**src/rtl/motor_dense_seq3_ap_fixed_18_7_if.sv**
```systemverilog
// Stream handshake and result bus between the feature source, the dense layer
// and the downstream relu_config10 stage (ap_return_0/1/2 -> p_read/p_read7/p_read8).
interface motor_dense_seq3_ap_fixed_18_7_if;
    logic signed [17:0] in_data;
    logic               in_valid;
    logic               in_ready;
    logic               out_valid;
    logic               out_ready;
    logic        [17:0] ap_return_0;
    logic        [17:0] ap_return_1;
    logic        [17:0] ap_return_2;

    modport master (
        output in_data, in_valid, out_ready,
        input  in_ready, out_valid, ap_return_0, ap_return_1, ap_return_2
    );

    modport slave (
        input  in_data, in_valid, out_ready,
        output in_ready, out_valid, ap_return_0, ap_return_1, ap_return_2
    );
endinterface

```
**src/rtl/motor_dense_seq3_ap_fixed_18_7.sv**
```systemverilog
// Time-multiplexed 3-neuron dense layer, ap_fixed<18,7>, one feature per cycle.
// Define MOTOR_DENSE_SAT_EN to saturate the result instead of wrapping it.
module motor_dense_seq3_mac_lane #(
    parameter int ACC_W = 39
) (
    input  logic               clk_i,
    input  logic               rst_i,
    input  logic               acc_en_i,
    input  logic               clr_i,
    input  logic               fin_i,
    input  logic signed [17:0] x_i,
    input  logic signed [17:0] w_i,
    input  logic signed [17:0] b_i,
    output logic        [17:0] ret_o
);
    logic signed [35:0]      prod;
    logic signed [ACC_W-1:0] acc_q, acc_d;
    logic        [17:0]      ret_q, ret_d;

    assign prod  = x_i * w_i;
    assign acc_d = (clr_i ? '0 : acc_q) + $signed({{(ACC_W-36){prod[35]}}, prod});

    // The bias term has 11 zero fraction bits, so it adds straight onto the shifted sum.
`ifdef MOTOR_DENSE_SAT_EN
    localparam int SH_W = ACC_W - 10;
    logic [SH_W-1:0] shifted;
    assign shifted = {acc_q[ACC_W-1], acc_q[ACC_W-1:11]} + {{(SH_W-18){b_i[17]}}, b_i};

    always_comb begin
        ret_d = shifted[17:0];
        if (!((&shifted[SH_W-1:17]) || !(|shifted[SH_W-1:17])))
            ret_d = shifted[SH_W-1] ? 18'h20000 : 18'h1FFFF;
    end
`else
    assign ret_d = acc_q[28:11] + b_i;
`endif

    always_ff @(posedge clk_i or posedge rst_i) begin
        if (rst_i) begin
            acc_q <= '0;
            ret_q <= '0;
        end else begin
            if (acc_en_i) acc_q <= acc_d;
            if (fin_i)    ret_q <= ret_d;
        end
    end

    assign ret_o = ret_q;
endmodule

module motor_dense_seq3_ap_fixed_18_7 #(
    parameter int                    N_IN    = 4,
    parameter logic [3*N_IN*18-1:0] WEIGHTS = '0,
    parameter logic [3*18-1:0]      BIASES  = '0
) (
    input  logic ap_clk,
    input  logic ap_rst,
    motor_dense_seq3_ap_fixed_18_7_if.slave bus
);
    localparam int CNT_W = $clog2(N_IN);
    localparam int ACC_W = 36 + $clog2(N_IN) + 1;

    typedef enum logic [1:0] {S_ACC, S_FIN, S_OUT} state_t;

    state_t             state_q, state_d;
    logic [CNT_W-1:0]   cnt_q, cnt_d;
    logic               ov_q, ov_d;
    logic               acc_en, fin;
    logic [2:0][17:0]   w_sel;
    logic [2:0][17:0]   ret;

    always_comb begin
        state_d = state_q;
        cnt_d   = cnt_q;
        ov_d    = ov_q;
        acc_en  = 1'b0;
        fin     = 1'b0;
        case (state_q)
            S_ACC: if (bus.in_valid) begin
                acc_en = 1'b1;
                if (cnt_q == CNT_W'(N_IN - 1)) begin
                    cnt_d   = '0;
                    state_d = S_FIN;
                end else begin
                    cnt_d = cnt_q + CNT_W'(1);
                end
            end
            S_FIN: begin
                fin     = 1'b1;
                ov_d    = 1'b1;
                state_d = S_OUT;
            end
            S_OUT: if (bus.out_ready) begin
                ov_d    = 1'b0;
                state_d = S_ACC;
            end
            default: state_d = S_ACC;
        endcase
    end

    always_ff @(posedge ap_clk or posedge ap_rst) begin
        if (ap_rst) begin
            state_q <= S_ACC;
            cnt_q   <= '0;
            ov_q    <= 1'b0;
        end else begin
            state_q <= state_d;
            cnt_q   <= cnt_d;
            ov_q    <= ov_d;
        end
    end

    always_comb begin
        for (int j = 0; j < 3; j++)
            w_sel[j] = WEIGHTS[(j*N_IN + int'(cnt_q))*18 +: 18];
    end

    // cnt==0 restarts the sum, so stale partials never leak into a new frame.
    for (genvar j = 0; j < 3; j++) begin : g_lane
        motor_dense_seq3_mac_lane #(.ACC_W(ACC_W)) u_lane (
            .clk_i    (ap_clk),
            .rst_i    (ap_rst),
            .acc_en_i (acc_en),
            .clr_i    (cnt_q == '0),
            .fin_i    (fin),
            .x_i      (bus.in_data),
            .w_i      (w_sel[j]),
            .b_i      (BIASES[j*18 +: 18]),
            .ret_o    (ret[j])
        );
    end

    assign bus.in_ready    = (state_q == S_ACC) && !ap_rst;
    assign bus.out_valid   = ov_q;
    assign bus.ap_return_0 = ret[0];
    assign bus.ap_return_1 = ret[1];
    assign bus.ap_return_2 = ret[2];
endmodule

```
**src/flat_wrapper.sv**
```systemverilog
// flat-port wrapper written by rule: the top's interface ports become plain ports
module motor_dense_seq3_ap_fixed_18_7_flat 
#(
    parameter int                    N_IN    = 4,
    parameter logic [3*N_IN*18-1:0] WEIGHTS = '0,
    parameter logic [3*18-1:0]      BIASES  = '0
)
  (ap_clk, ap_rst, bus_in_data, bus_in_valid, bus_out_ready, bus_in_ready, bus_out_valid, bus_ap_return_0, bus_ap_return_1, bus_ap_return_2);
  motor_dense_seq3_ap_fixed_18_7_if bus_i ();
  input  logic ap_clk;
  input  logic ap_rst;
  input wire logic [$bits(bus_i.in_data)-1:0] bus_in_data;
  input wire logic [$bits(bus_i.in_valid)-1:0] bus_in_valid;
  input wire logic [$bits(bus_i.out_ready)-1:0] bus_out_ready;
  output wire logic [$bits(bus_i.in_ready)-1:0] bus_in_ready;
  output wire logic [$bits(bus_i.out_valid)-1:0] bus_out_valid;
  output wire logic [$bits(bus_i.ap_return_0)-1:0] bus_ap_return_0;
  output wire logic [$bits(bus_i.ap_return_1)-1:0] bus_ap_return_1;
  output wire logic [$bits(bus_i.ap_return_2)-1:0] bus_ap_return_2;
  assign bus_i.in_data = bus_in_data;
  assign bus_i.in_valid = bus_in_valid;
  assign bus_i.out_ready = bus_out_ready;
  assign bus_in_ready = bus_i.in_ready;
  assign bus_out_valid = bus_i.out_valid;
  assign bus_ap_return_0 = bus_i.ap_return_0;
  assign bus_ap_return_1 = bus_i.ap_return_1;
  assign bus_ap_return_2 = bus_i.ap_return_2;
  motor_dense_seq3_ap_fixed_18_7 #(.N_IN(N_IN), .WEIGHTS(WEIGHTS), .BIASES(BIASES)) u_core (.ap_clk(ap_clk), .ap_rst(ap_rst), .bus(bus_i));
endmodule
```
**config.mk**
```make
export PLATFORM = sky130hd
export DESIGN_NAME = motor_dense_seq3_ap_fixed_18_7_flat
export DESIGN_NICKNAME = d
export VERILOG_FILES = /design/src/rtl/motor_dense_seq3_ap_fixed_18_7_if.sv /design/src/rtl/motor_dense_seq3_ap_fixed_18_7.sv /design/src/flat_wrapper.sv
export SDC_FILE = /design/constraint.sdc
export NUM_CORES = 1
export LEC_CHECK = 0
export BUFFER_PORTS_ARGS = -buffer_cell sky130_fd_sc_hd__buf_4
export CAP_MARGIN = 30
export CORE_MARGIN = 1
export CORE_UTILIZATION = 50
export DETAILED_ROUTE_END_ITERATION = 16
export GPL_ROUTABILITY_DRIVEN = 0
export PLACE_DENSITY = 0.66
export SYNTH_ARGS = -nofsm -noshare
export SYNTH_HDL_FRONTEND = slang
export SYNTH_HIERARCHICAL = 1
export SYNTH_SLANG_ARGS = --single-unit
```
**constraint.sdc**
```tcl
create_clock -name ap_clk -period 6.2 [get_ports ap_clk]
set_input_delay 0.31 -clock ap_clk [delete_from_list [all_inputs] [get_ports ap_clk]]
set_output_delay 0.31 -clock ap_clk [all_outputs]
set_load 0.02 [all_outputs]
```
==> flow_results.xml <==
<?xml version="1.0" encoding="UTF-8"?>
<metrics>
  <group name="global_route">
    <metric name="groute.usage.overall" unit="%">24.4</metric>
    <metric name="overflow" unit="">0</metric>
    <metric name="most_crowded_layer_gr" unit="">met2</metric>
    <metric name="gr-usage-met2" unit="%">42.4</metric>
    <metric name="grt_pass1_wl" unit="µm">169000</metric>
    <metric name="met3_track_utilization_from_global_routing" unit="%">2.08</metric>
    <metric name="grt_start_max_net_pins" unit="">68</metric>
    <metric name="groute.layer.met1.usage" unit="%">33.3</metric>
    <metric name="grt_pass1_vias" unit="">33000</metric>
    <metric name="number_of_antenna_violations_at_the_first_check_in_global_routing" unit="">3</metric>
  </group>
  <group name="sta">
    <metric name="setup_total_negative_slack" unit="ns">0</metric>
    <metric name="final_period_minus_worst_setup_slack" unit="ns">2.58</metric>
    <metric name="finClkSkew" unit="ns">0.0172</metric>
    <metric name="maxSlewHeadroom" unit="%">41.3</metric>
    <metric name="setup_viol" unit="">0</metric>
    <metric name="finalHoldViolCount" unit="">0</metric>
    <metric name="max_slew.worst_pin.slew" unit="ns">0.881</metric>
    <metric name="fin_crit_sh" unit="%">41.7</metric>
    <metric name="slew_violations" unit="">0</metric>
    <metric name="max_freq" unit="GHz">0.387</metric>
    <metric name="grt_setup_unrepaired" unit="">no</metric>
  </group>
  <group name="yosys">
    <metric name="yosysTopAreaCellShare" unit="%">37.2</metric>
    <metric name="netlist_area_pre_place" unit="µm²">43100</metric>
    <metric name="yosys_most_used_dff" unit="">sky130_fd_sc_hd__dfrtp_1</metric>
    <metric name="netlist_instances" unit="">4794</metric>
    <metric name="synth_seq_cells" unit="">146</metric>
    <metric name="synth_top_area_cell" unit="">sky130_fd_sc_hd__fa_1</metric>
    <metric name="yosys.cell_types.count" unit="">97</metric>
    <metric name="cell_types_occupying_the_most_area_after_synthesis" unit="">sky130_fd_sc_hd__fa_1 (37%), sky130_fd_sc_hd__ha_1 (11%), sky130_fd_sc_hd__inv_1 (9.1%), sky130_fd_sc_hd__dfrtp_1 (8.5%), sky130_fd_sc_hd__and2_1 (7.6%)</metric>
    <metric name="post-synth-top-count-cell" unit="">sky130_fd_sc_hd__inv_1</metric>
    <metric name="syn_avg_cell_area" unit="µm²">9.00</metric>
    <metric name="synth_warnings" unit="">6</metric>
    <metric name="yosys-top-cells-count" unit="">sky130_fd_sc_hd__inv_1 (1046), sky130_fd_sc_hd__fa_1 (801), sky130_fd_sc_hd__and2_1 (525), sky130_fd_sc_hd__nand2_1 (459), sky130_fd_sc_hd__ha_1 (395)</metric>
    <metric name="synth_enable_flop_cells" unit="">0</metric>
    <metric name="sequential_share_of_the_synthesized_area" unit="%">8.47</metric>
    <metric name="synth_async_sr_flop_share" unit="%">100</metric>
  </group>
  <group name="min_path">
    <metric name="timing.hold.worst.class" unit="">primary input to flip-flop</metric>
  </group>
  <group name="worst_setup_path">
    <metric name="slowest_stage_cell_cp" unit="">sky130_fd_sc_hd__buf_4</metric>
    <metric name="critical_path.max_fanout" unit="">67</metric>
    <metric name="worstPathCellList" unit="">nor3b_4 -&gt; buf_4 -&gt; buf_4 -&gt; mux2_2</metric>
    <metric name="critical_path.n_buffers_inverters" unit="">2</metric>
    <metric name="critical_path.most_common_cell" unit="">sky130_fd_sc_hd__buf_4</metric>
    <metric name="cp_data_arrival_time" unit="ns">2.92</metric>
    <metric name="critPathKind" unit="">flip-flop to flip-flop</metric>
    <metric name="worstSetupStartpointType" unit="">flip-flop</metric>
    <metric name="timing.critical_path.slowest_cell_delay" unit="ns">0.76</metric>
    <metric name="worst_path_dominant_cell_family" unit="">buffers and inverters</metric>
    <metric name="worst_ep_required_time" unit="ns">6.54</metric>
    <metric name="end_kind" unit="">flip-flop</metric>
  </group>
  <group name="drt">
    <metric name="post-route-drc-count" unit="">0</metric>
    <metric name="route.detailed.vias_per_inst" unit="">5.00</metric>
    <metric name="routed_wire_length_per_instance" unit="µm">16.0</metric>
    <metric name="routed_wirelength" unit="µm">101000</metric>
    <metric name="first_pass_iters" unit="">5</metric>
    <metric name="vias" unit="">31600</metric>
    <metric name="antenna_left" unit="">0</metric>
    <metric name="dr.first_iter.drc_count" unit="">1413</metric>
  </group>
  <group name="place">
    <metric name="dp.final_hpwl" unit="µm">78000</metric>
    <metric name="post-place-cells" unit="">6290</metric>
    <metric name="number_of_buffer_cells_added_on_primary_ports" unit="">77</metric>
    <metric name="place_area" unit="µm²">46300</metric>
  </group>
  <group name="final_layout">
    <metric name="post_layout_nonfiller_instances" unit="">6323</metric>
    <metric name="antenna-diode-count" unit="">0</metric>
    <metric name="fraction_of_layout_cells_with_a_size_suffix_above_1" unit="%">5.16</metric>
    <metric name="layout-area-overhead-vs-synth" unit="%">8.65</metric>
    <metric name="regArea" unit="µm²">3650</metric>
    <metric name="multi_input_comb_area" unit="µm²">36600</metric>
    <metric name="postLayoutCellArea" unit="µm²">46900</metric>
    <metric name="num-fill-cells" unit="">7938</metric>
    <metric name="nNetsFinal" unit="">6384</metric>
  </group>
  <group name="floorplanning">
    <metric name="floorplan.core_area" unit="µm²">85300</metric>
    <metric name="die_y" unit="µm">296</metric>
    <metric name="die_area" unit="µm²">87500</metric>
    <metric name="start_util" unit="%">50.6</metric>
    <metric name="die_span_x" unit="µm">296</metric>
    <metric name="ios" unit="">78</metric>
    <metric name="floorplan.rows" unit="">107</metric>
  </group>
  <group name="outcome">
    <metric name="outcome" unit="">completed</metric>
  </group>
  <group name="clock_tree">
    <metric name="clkSlewWorstSetupHoldPaths" unit="ns">0.07</metric>
    <metric name="clockRootBuffer" unit="">sky130_fd_sc_hd__clkbuf_16</metric>
    <metric name="number_of_buffers_created_by_cts" unit="">17</metric>
    <metric name="clock_insertion_delay_worst_skew" unit="ns">0.47</metric>
    <metric name="clkSinkCount" unit="">146</metric>
    <metric name="tritoncts" unit="">built</metric>
    <metric name="cts-htree-levels" unit="">4</metric>
    <metric name="cts_setup_buffers" unit="">0</metric>
    <metric name="clockBufferDepth" unit="">2</metric>
  </group>
  <group name="job">
    <metric name="drv_cap" unit="">0</metric>
  </group>
</metrics>
cell families after synthesis:
| family | Yosys count | share of synthesized area [%] |
|---|---|---|
| AND/OR/NAND/NOR | 1403 | 16.8 |
| buffers and inverters | 1198 | 10.4 |
| adder cells (fa/ha/maj) | 1196 | 48.6 |
| AO/OA/AOI/OAI | 526 | 8.51 |
| XOR/XNOR | 232 | 4.77 |
| flip-flops | 146 | 8.47 |
| multiplexers | 92 | 2.40 |
| other | 1 | 0.00869 |
routing by layer:
metal | vias up | routed length [µm] | share of wire [%]
met3 | 76 | 4050 | 4.0
met1 | 15900 | 44700 | 44
met5 | - | 0 | 0
li1 | 15000 | - | -
met4 | 0 | 1710 | 1.7
met2 | 611 | 50500 | 50
area by class of cell:
type                       instances  area share (%)
sequential                       146            7.80
multi-input combinational       3868            78.0
clock inverter                    13           0.312
clock buffer                      19           0.966
tap                             1144            3.05
inverter                        1048            8.39
timing repair buffer              85            1.45
registers in the layout (all words and copies together), names as in the netlist:
name	flops
u_core/cnt_q	2
u_core/g_lane.u_lane/ret_o	54
u_core/bus.out_valid	1
u_core/state_q	2
u_core/g_lane.u_lane/acc_q	87
stage by stage:
stage	setup slack, ns	hold slack, ns	utilization (%)
global placement	3.58	0.307	54.2
CTS	3.58	0.129	55.0
global route	3.40	0.159	55.0
detailed placement	3.60	0.314	54.2
floorplan	3.92	0.0885	-
finish	3.62	0.166	55.0
cell usage in the layout (no fill, tap or decap), types with 11 or more instances in the layout:
cell type                   count
sky130_fd_sc_hd__a211oi_1      25
sky130_fd_sc_hd__a21o_1        60
sky130_fd_sc_hd__a21oi_1      153
sky130_fd_sc_hd__a31oi_1       16
sky130_fd_sc_hd__and2_1       525
sky130_fd_sc_hd__and3_1        13
sky130_fd_sc_hd__buf_4         81
sky130_fd_sc_hd__clkbuf_16     17
sky130_fd_sc_hd__conb_1       419
sky130_fd_sc_hd__dfrtp_1      146
sky130_fd_sc_hd__fa_1         801
sky130_fd_sc_hd__ha_1         394
sky130_fd_sc_hd__inv_1       1043
sky130_fd_sc_hd__mux2_2        86
sky130_fd_sc_hd__nand2_1      459
sky130_fd_sc_hd__nand2b_1      29
sky130_fd_sc_hd__nand3_1       30
sky130_fd_sc_hd__nand4_1       11
sky130_fd_sc_hd__nor2_1       149
sky130_fd_sc_hd__nor2b_1       98
sky130_fd_sc_hd__nor3_1        37
sky130_fd_sc_hd__o211ai_1      12
sky130_fd_sc_hd__o21a_1        31
sky130_fd_sc_hd__o21ai_0       77
sky130_fd_sc_hd__o21ai_1       14
sky130_fd_sc_hd__o21bai_1      21
sky130_fd_sc_hd__xnor2_1      182
sky130_fd_sc_hd__xor2_1        48
final timing paths:
check | start | to | slack (ns) | cells after the start
worst max-delay path | u_core/state_q[1]$_DFFE_PP0P_ | u_core/g_lane[1].u_lane/acc_q[0]$_DFFE_PP0P_ | 3.62 | 4
worst min-delay path | bus_out_ready | u_core/state_q[1]$_DFFE_PP0P_ | 0.17 | 3
worst max register to register | u_core/state_q[1]$_DFFE_PP0P_ | u_core/g_lane[1].u_lane/acc_q[0]$_DFFE_PP0P_ | 3.62 | 4
worst min register to register | u_core/g_lane[1].u_lane/ret_o[4]$_DFFE_PP0P_ | u_core/g_lane[1].u_lane/ret_o[4]$_DFFE_PP0P_ | 0.48 | 1
max in group asynchronous | ap_rst | u_core/g_lane[1].u_lane/ret_o[11]$_DFFE_PP0P_ | 5.02 | 4
min in group asynchronous | ap_rst | u_core/g_lane[2].u_lane/acc_q[6]$_DFFE_PP0P_ | 0.39 | 3
worst reg2reg max path, cell delays in order (launching register included):
cell	delay, ns
sky130_fd_sc_hd__dfrtp_1	0.47
sky130_fd_sc_hd__nor3b_4	0.21
sky130_fd_sc_hd__buf_4	0.53
sky130_fd_sc_hd__buf_4	0.77
sky130_fd_sc_hd__mux2_2	0.49
what timing repair did:
item	4_1_cts	5_1_grt
hold buffers	1	0
resized for setup	0	0
hold endpoints to repair	31	0
Power is not shown: default switching activity piles up to over one toggle a cycle in this logic, so the estimate is an artifact.
